### src/rtl/xor_packet_collector_pkg.sv
// Shared sizing for the EC-engine collector: default packet width and group size (matches tree_xor).
// Count fields are derived from the group size, never overridden.
package xor_packet_collector_pkg;

    localparam int DEF_PACKET_LENGTH = 64;
    localparam int DEF_INPUT_NUM     = 12;

    // Width needed to hold a group count of 0..n inclusive.
    function automatic int cnt_width(input int n);
        return $clog2(n + 1);
    endfunction

endpackage

### src/rtl/xor_packet_collector_if.sv
// Serial packet input plus grouped parallel output of the collector.
// master = producer/consumer side, slave = collector side.
interface xor_packet_collector_if
    import xor_packet_collector_pkg::*;
#(
    parameter int PACKET_LENGTH = DEF_PACKET_LENGTH,
    parameter int INPUT_NUM     = DEF_INPUT_NUM
);
    localparam int CNT_W = cnt_width(INPUT_NUM);

    logic                     in_valid;
    logic                     in_ready;
    logic [PACKET_LENGTH-1:0] in_packet;
    logic                     in_last;
    logic                     out_valid;
    logic                     out_ready;
    logic [PACKET_LENGTH-1:0] packets_arr [0:INPUT_NUM-1];
    logic [CNT_W-1:0]         out_count;

    modport master (
        output in_valid, in_packet, in_last, out_ready,
        input  in_ready, out_valid, packets_arr, out_count
    );

    modport slave (
        input  in_valid, in_packet, in_last, out_ready,
        output in_ready, out_valid, packets_arr, out_count
    );
endinterface

### src/rtl/xor_packet_collector_packet_bank.sv
// One ping-pong bank: packet slots, group count and full flag; output zero-masked beyond count or when empty.
// Latency: writes/close/release visible the cycle after the edge; never stalls itself, the owner gates writes.
module packet_bank
    import xor_packet_collector_pkg::*;
#(
    parameter int PACKET_LENGTH = DEF_PACKET_LENGTH,
    parameter int INPUT_NUM     = DEF_INPUT_NUM,
    parameter int CNT_W         = cnt_width(INPUT_NUM)
) (
    input  logic                     clk,
    input  logic                     rst_n,
    input  logic                     wr_en,
    input  logic [CNT_W-1:0]         wr_idx,
    input  logic [PACKET_LENGTH-1:0] wr_dat,
    input  logic                     close,
    input  logic [CNT_W-1:0]         close_count,
    input  logic                     rel,
    output logic                     full,
    output logic [CNT_W-1:0]         count_out,
    output logic [PACKET_LENGTH-1:0] arr_out [0:INPUT_NUM-1]
);
    logic [PACKET_LENGTH-1:0] slot [0:INPUT_NUM-1];
    logic [CNT_W-1:0]         count;

    // Slot data is unreset; stale contents are hidden by the count mask.
    always_ff @(posedge clk) begin
        for (int i = 0; i < INPUT_NUM; i++) begin
            if (wr_en && wr_idx == CNT_W'(i))
                slot[i] <= wr_dat;
        end
    end

    // close and rel never hit the same bank in one cycle: close needs !full, rel needs full.
    always_ff @(posedge clk or negedge rst_n) begin
        if (!rst_n) begin
            full  <= 1'b0;
            count <= '0;
        end else if (close) begin
            full  <= 1'b1;
            count <= close_count;
        end else if (rel) begin
            full  <= 1'b0;
        end
    end

    always_comb begin
        count_out = full ? count : '0;
        for (int i = 0; i < INPUT_NUM; i++)
            arr_out[i] = (full && CNT_W'(i) < count) ? slot[i] : '0;
    end
endmodule

### src/rtl/xor_packet_collector.sv
// Groups a serial packet stream into sets of up to INPUT_NUM for tree_xor via a ping-pong double buffer.
// Group visible the cycle after its closing accept; in_ready drops only while both banks hold groups.
module xor_packet_collector
    import xor_packet_collector_pkg::*;
#(
    parameter int PACKET_LENGTH = DEF_PACKET_LENGTH,
    parameter int INPUT_NUM     = DEF_INPUT_NUM
) (
    input  logic                  clk,
    input  logic                  rst_n,
    xor_packet_collector_if.slave bus
);
    localparam int CNT_W = cnt_width(INPUT_NUM);

    logic                     wr_bank, rd_bank;
    logic [CNT_W-1:0]         wr_cnt;
    logic                     full0, full1;
    logic [CNT_W-1:0]         cnt0, cnt1;
    logic [PACKET_LENGTH-1:0] arr0 [0:INPUT_NUM-1];
    logic [PACKET_LENGTH-1:0] arr1 [0:INPUT_NUM-1];
    logic                     accept, close_grp, rel;
    logic [CNT_W-1:0]         next_cnt;

    // Ready depends on registered state only, so upstream sees no loop through in_valid.
    assign bus.in_ready  = wr_bank ? !full1 : !full0;
    assign bus.out_valid = rd_bank ? full1 : full0;

    assign accept    = bus.in_valid & bus.in_ready;
    assign close_grp = accept & (bus.in_last | (wr_cnt == CNT_W'(INPUT_NUM - 1)));
    assign rel       = bus.out_valid & bus.out_ready;
    assign next_cnt  = wr_cnt + CNT_W'(1);

    always_ff @(posedge clk or negedge rst_n) begin
        if (!rst_n) begin
            wr_bank <= 1'b0;
            rd_bank <= 1'b0;
            wr_cnt  <= '0;
        end else begin
            if (close_grp) begin
                wr_cnt  <= '0;
                wr_bank <= ~wr_bank;
            end else if (accept) begin
                wr_cnt  <= next_cnt;
            end
            if (rel)
                rd_bank <= ~rd_bank;
        end
    end

    packet_bank #(.PACKET_LENGTH(PACKET_LENGTH), .INPUT_NUM(INPUT_NUM), .CNT_W(CNT_W)) u_bank0 (
        .clk        (clk),
        .rst_n      (rst_n),
        .wr_en      (accept & ~wr_bank),
        .wr_idx     (wr_cnt),
        .wr_dat     (bus.in_packet),
        .close      (close_grp & ~wr_bank),
        .close_count(next_cnt),
        .rel        (rel & ~rd_bank),
        .full       (full0),
        .count_out  (cnt0),
        .arr_out    (arr0)
    );

    packet_bank #(.PACKET_LENGTH(PACKET_LENGTH), .INPUT_NUM(INPUT_NUM), .CNT_W(CNT_W)) u_bank1 (
        .clk        (clk),
        .rst_n      (rst_n),
        .wr_en      (accept & wr_bank),
        .wr_idx     (wr_cnt),
        .wr_dat     (bus.in_packet),
        .close      (close_grp & wr_bank),
        .close_count(next_cnt),
        .rel        (rel & rd_bank),
        .full       (full1),
        .count_out  (cnt1),
        .arr_out    (arr1)
    );

    // Banks already zero their outputs when empty, so a plain select is enough.
    always_comb begin
        bus.out_count = rd_bank ? cnt1 : cnt0;
        for (int i = 0; i < INPUT_NUM; i++)
            bus.packets_arr[i] = rd_bank ? arr1[i] : arr0[i];
    end
endmodule

### src/flat_wrapper.sv
// flat-port wrapper written by rule: the top's interface ports become plain ports
module xor_packet_collector_flat import xor_packet_collector_pkg::*;
#(
    parameter int PACKET_LENGTH = DEF_PACKET_LENGTH,
    parameter int INPUT_NUM     = DEF_INPUT_NUM
)
  (clk, rst_n, bus_in_valid, bus_in_packet, bus_in_last, bus_out_ready, bus_in_ready, bus_out_valid, bus_packets_arr, bus_out_count);
  xor_packet_collector_if #(.PACKET_LENGTH(PACKET_LENGTH), .INPUT_NUM(INPUT_NUM)) bus_i ();
  input  logic clk;
  input  logic rst_n;
  input wire logic [$bits(bus_i.in_valid)-1:0] bus_in_valid;
  input wire logic [$bits(bus_i.in_packet)-1:0] bus_in_packet;
  input wire logic [$bits(bus_i.in_last)-1:0] bus_in_last;
  input wire logic [$bits(bus_i.out_ready)-1:0] bus_out_ready;
  output wire logic [$bits(bus_i.in_ready)-1:0] bus_in_ready;
  output wire logic [$bits(bus_i.out_valid)-1:0] bus_out_valid;
  output wire logic [$bits(bus_i.packets_arr)-1:0] bus_packets_arr;
  output wire logic [$bits(bus_i.out_count)-1:0] bus_out_count;
  assign bus_i.in_valid = bus_in_valid;
  assign bus_i.in_packet = bus_in_packet;
  assign bus_i.in_last = bus_in_last;
  assign bus_i.out_ready = bus_out_ready;
  assign bus_in_ready = bus_i.in_ready;
  assign bus_out_valid = bus_i.out_valid;
  assign bus_packets_arr = {>>{bus_i.packets_arr}};
  assign bus_out_count = bus_i.out_count;
  xor_packet_collector #(.PACKET_LENGTH(PACKET_LENGTH), .INPUT_NUM(INPUT_NUM)) u_core (.clk(clk), .rst_n(rst_n), .bus(bus_i));
endmodule
### config.mk
export PLATFORM = sky130hd
export DESIGN_NAME = xor_packet_collector_flat
export DESIGN_NICKNAME = d
export VERILOG_FILES = /design/src/rtl/xor_packet_collector_pkg.sv /design/src/rtl/xor_packet_collector_if.sv /design/src/rtl/xor_packet_collector_packet_bank.sv /design/src/rtl/xor_packet_collector.sv /design/src/flat_wrapper.sv
export SDC_FILE = /design/constraint.sdc
export NUM_CORES = 1
export LEC_CHECK = 0
export CORE_MARGIN = 3
export CORE_UTILIZATION = 48
export CTS_CLUSTER_SIZE = 8
export DETAILED_ROUTE_END_ITERATION = 10
export PLACE_DENSITY = 0.74
export SYNTH_ARGS = -nofsm -noshare
export SYNTH_HDL_FRONTEND = slang
export SYNTH_SLANG_ARGS = --single-unit
### constraint.sdc
create_clock -name clk -period 5.5 [get_ports clk]
set_input_delay 0.55 -clock clk [delete_from_list [all_inputs] [get_ports clk]]
set_output_delay 0.55 -clock clk [all_outputs]
set_load 0.005 [all_outputs]
==> reports/summary.txt <==
status - finished clean
Synthesized Nets - 2692
Lkg Pwr - 23.1 nW
yosys warns - 0
Area after DPL - 65500 um^2
maximum level of the CTS H-tree - 4
Post-DP HPWL - 109000 um
Slew Limit Fails - 0
RSZ-0062 raised after global routing - false
DR iter-0 viols - 3686
CTS tree - yes
Seq/Total Area, Yosys - 0.846
Initial Util - 0.486
clk slew on worst S/H paths - 50 ps
critical path class - register to output pin
DIE AREA - 119000 um^2
drt wl/cell - 34.3 um
root buffer cell - clkbuf_16
Post-DRT Antenna Nets - 0
Max Fanout on Critical Path - 30
mapped cell area - 55000 um^2
period utilization - 0.855
# setup viols final - 0
P per Cell Area - 405 nW/um^2
crit path DAT - 4150 ps
pin count of the biggest net entering global routing - 65
Final Hold Vio Count - 0
number of vias per cell - 6.15
area of the core - 113000 um^2
main combinational cell family by area after synthesis - compound AO/OA/AOI/OAI gates
xor/xnor share of the synthesized area - 0.000318
clk_skew - 75.2 ps
GRT overflow - 0
via count - 31600
Num CTS Buffers - 212
Critical Path Source Type - register
fmax - 213 MHz
Seq cells post-synth - 1552
first-pass GRT wire length - 240000 um
area added between synthesis and finish - 29.5%
num ports - 843
post-CTS sizing - 0
Reg area - 46500 um^2
Synth Area in Compound Gates - 0.128
layout cells sized above 1 - 0.104
Synth cell types - 45
Clock Latency Late Sink - 800 ps
Multi-input gate area - 7870 um^2
# DRC - 0
Final Critical Period - 4700 ps
pre-CTS setup slack - 1660 ps
CTS sink cnt - 1552
largest buffer count on any clock path - 3
vias in the first global route - 30900
setup bufs post-CTS - 0
nets@finish - 3678
CTS Hold Bufs - 0
Die Span Y - 345 um
simple-gate area share of the yosys netlist - 0.00803
Synth Area per Inst - 21.0 um^2
Max-slew headroom - 0.118
Max-cap violations - 0
mux contribution to synthesized area - 0.00196
gr usage total - 0.291
design area - 71300 um^2
initial antenna violation count - 5
Layout fillers - 7568
worst min-delay path category - input port to async pin
width of the die - 345 um
Least-Margin Pin Slew - 1320 ps
Placed Cells incl. Taps - 4891
cell count after synthesis - 2619
critical path endpoint category - output pin
Pre-antenna DRT Iters - 6
final std cells w/o fill - 5141
I/O Buffers - 842
Worst EP required - 4950 ps
fin worst setup slack - 798 ps
row cnt - 123
total negative slack - 0 ps
gpl congestion - 0.854
Post-Synth Adder-Cell Area - 0.000910
final wirelength - 177000 um
worst ir drop on vdd - 363 uV
cell usage after synthesis, drive strengths merged:
library cell | count | area [um^2]
inv | 11 | 41.3
xor2 | 2 | 17.5
a21bo | 1 | 10.0
nor2b | 1 | 6.26
a21oi | 17 | 171
and2 | 10 | 62.6
and3b | 2 | 17.5
mux2 | 5 | 67.6
a22o | 768 | 6730
nand2 | 14 | 55.1
nor2 | 25 | 121
and3 | 1 | 6.26
or4b | 2 | 20.0
or3b | 1 | 8.76
a31oi | 1 | 6.26
o211ai | 2 | 15.0
clkbuf | 11 | 42.5
nand3b | 3 | 26.3
edfxtp | 1536 | 46100
o2bb2ai | 3 | 26.3
o21ai | 6 | 30.0
ha | 4 | 50.1
dfrtp | 16 | 400
nor3 | 8 | 45.0
nor4 | 2 | 12.5
nand2b | 3 | 18.8
mux2i | 4 | 40.0
o21bai | 1 | 7.51
nand3 | 7 | 35.0
a21o | 2 | 22.5
buf | 149 | 768
nand4 | 1 | 6.26
cells by family (layout without fill, tap and decap cells):
kind of cell               after synthesis  in the layout
xor gates and xnor gates                 2              2
other                                    0              3
buffers and inverters                  171           1190
DFF                                   1552           1552
adders and majority gates                4              4
muxes                                    9              9
AOI/OAI and AO/OA                      801            801
and+or+nand+nor                         80             80
routing by layer:
metal	vias to the layer above	GRT usage	wire length, um
met1	16200	0.360	62900
met5	-	0	0
met3	334	0.0855	19500
met2	2174	0.473	85600
li1	12900	-	-
met4	0	0.140	8510
power by group:
| part | internal [mW] | total, mW | leakage (nW) | switching [mW] |
|---|---|---|---|---|
| combinational | 1.53 | 3.59 | 6.32 | 2.06 |
| sequential | 13.6 | 13.8 | 14.0 | 0.212 |
| clock | 6.87 | 11.5 | 2.78 | 4.60 |
| total | 22.0 | 28.9 | 23.1 | 6.87 |
stage by stage:
stage          power, mW  hold slack [ps]   util
6_report            28.9              262  0.630
5_1_grt             29.6              275  0.630
4_1_cts             29.0              202  0.630
3_5_place_dp        17.6              579  0.579
3_3_place_gp        17.5              559  0.579
2_1_floorplan       15.3              254      -
registers in the layout, summed over array words and instances, names as in the netlist:
name                  cells
u_core.wr_bank            1
u_core.u_bank0.full       1
u_core.u_bank0.slot     768
u_core.rd_bank            1
u_core.wr_cnt             4
u_core.u_bank1.count      4
u_core.u_bank0.count      4
u_core.u_bank1.full       1
u_core.u_bank1.slot     768
worst max-delay path: stages (launching register included):
cell and delay (ps):
dfrtp_1 570, nand2_2 340, nor2_4 1020, buf_4 550, a22o_1 290, clkdlybuf4s50_1 540
placed cells by master, fill, tap and decap left out, types with 5 or more instances in the layout:
master,n
nand3_1,7
o21ai_0,6
clkbuf_16,213
nand2_1,13
buf_12,10
a21oi_4,10
buf_4,80
dfrtp_1,16
a21oi_1,6
clkdlybuf4s50_1,842
clkbuf_1,18
nor2_1,5
and2_4,10
inv_1,10
clkinv_8,7
a22o_1,768
edfxtp_1,1536
nor2_4,20
final cells by class:
cell class | count | share of cell area
clock inverter | 16 | 0.00444
multi-input combinational | 896 | 0.110
inverter | 11 | 0.000579
tap | 1500 | 0.0263
timing repair buffer | 932 | 0.130
clock buffer | 231 | 0.0757
antenna | 3 | 0.000105
sequential | 1552 | 0.653
path summary, 6_finish.rpt:
kind	startpoint	endpoint	slack, ps	depth (start not counted)
worst min register to register	u_core.wr_cnt[0]$_DFFE_PN0P_	u_core.u_bank1.count[0]$_DFFE_PN0P_	570	1
worst min-delay path	rst_n	u_core.wr_cnt[2]$_DFFE_PN0P_	260	1
min in group clk	bus_out_ready	u_core.u_bank0.full$_DFFE_PN0P_	450	4
worst max-delay path	u_core.u_bank1.full$_DFFE_PN0P_	bus_packets_arr[421]	800	5
worst max register to register	u_core.u_bank1.full$_DFFE_PN0P_	u_core.u_bank1.slot[1][240]$_DFFE_PP_	2460	3
max in group asynchronous	rst_n	u_core.u_bank1.count[2]$_DFFE_PN0P_	4660	1
(Power assumes the default switching activity.)
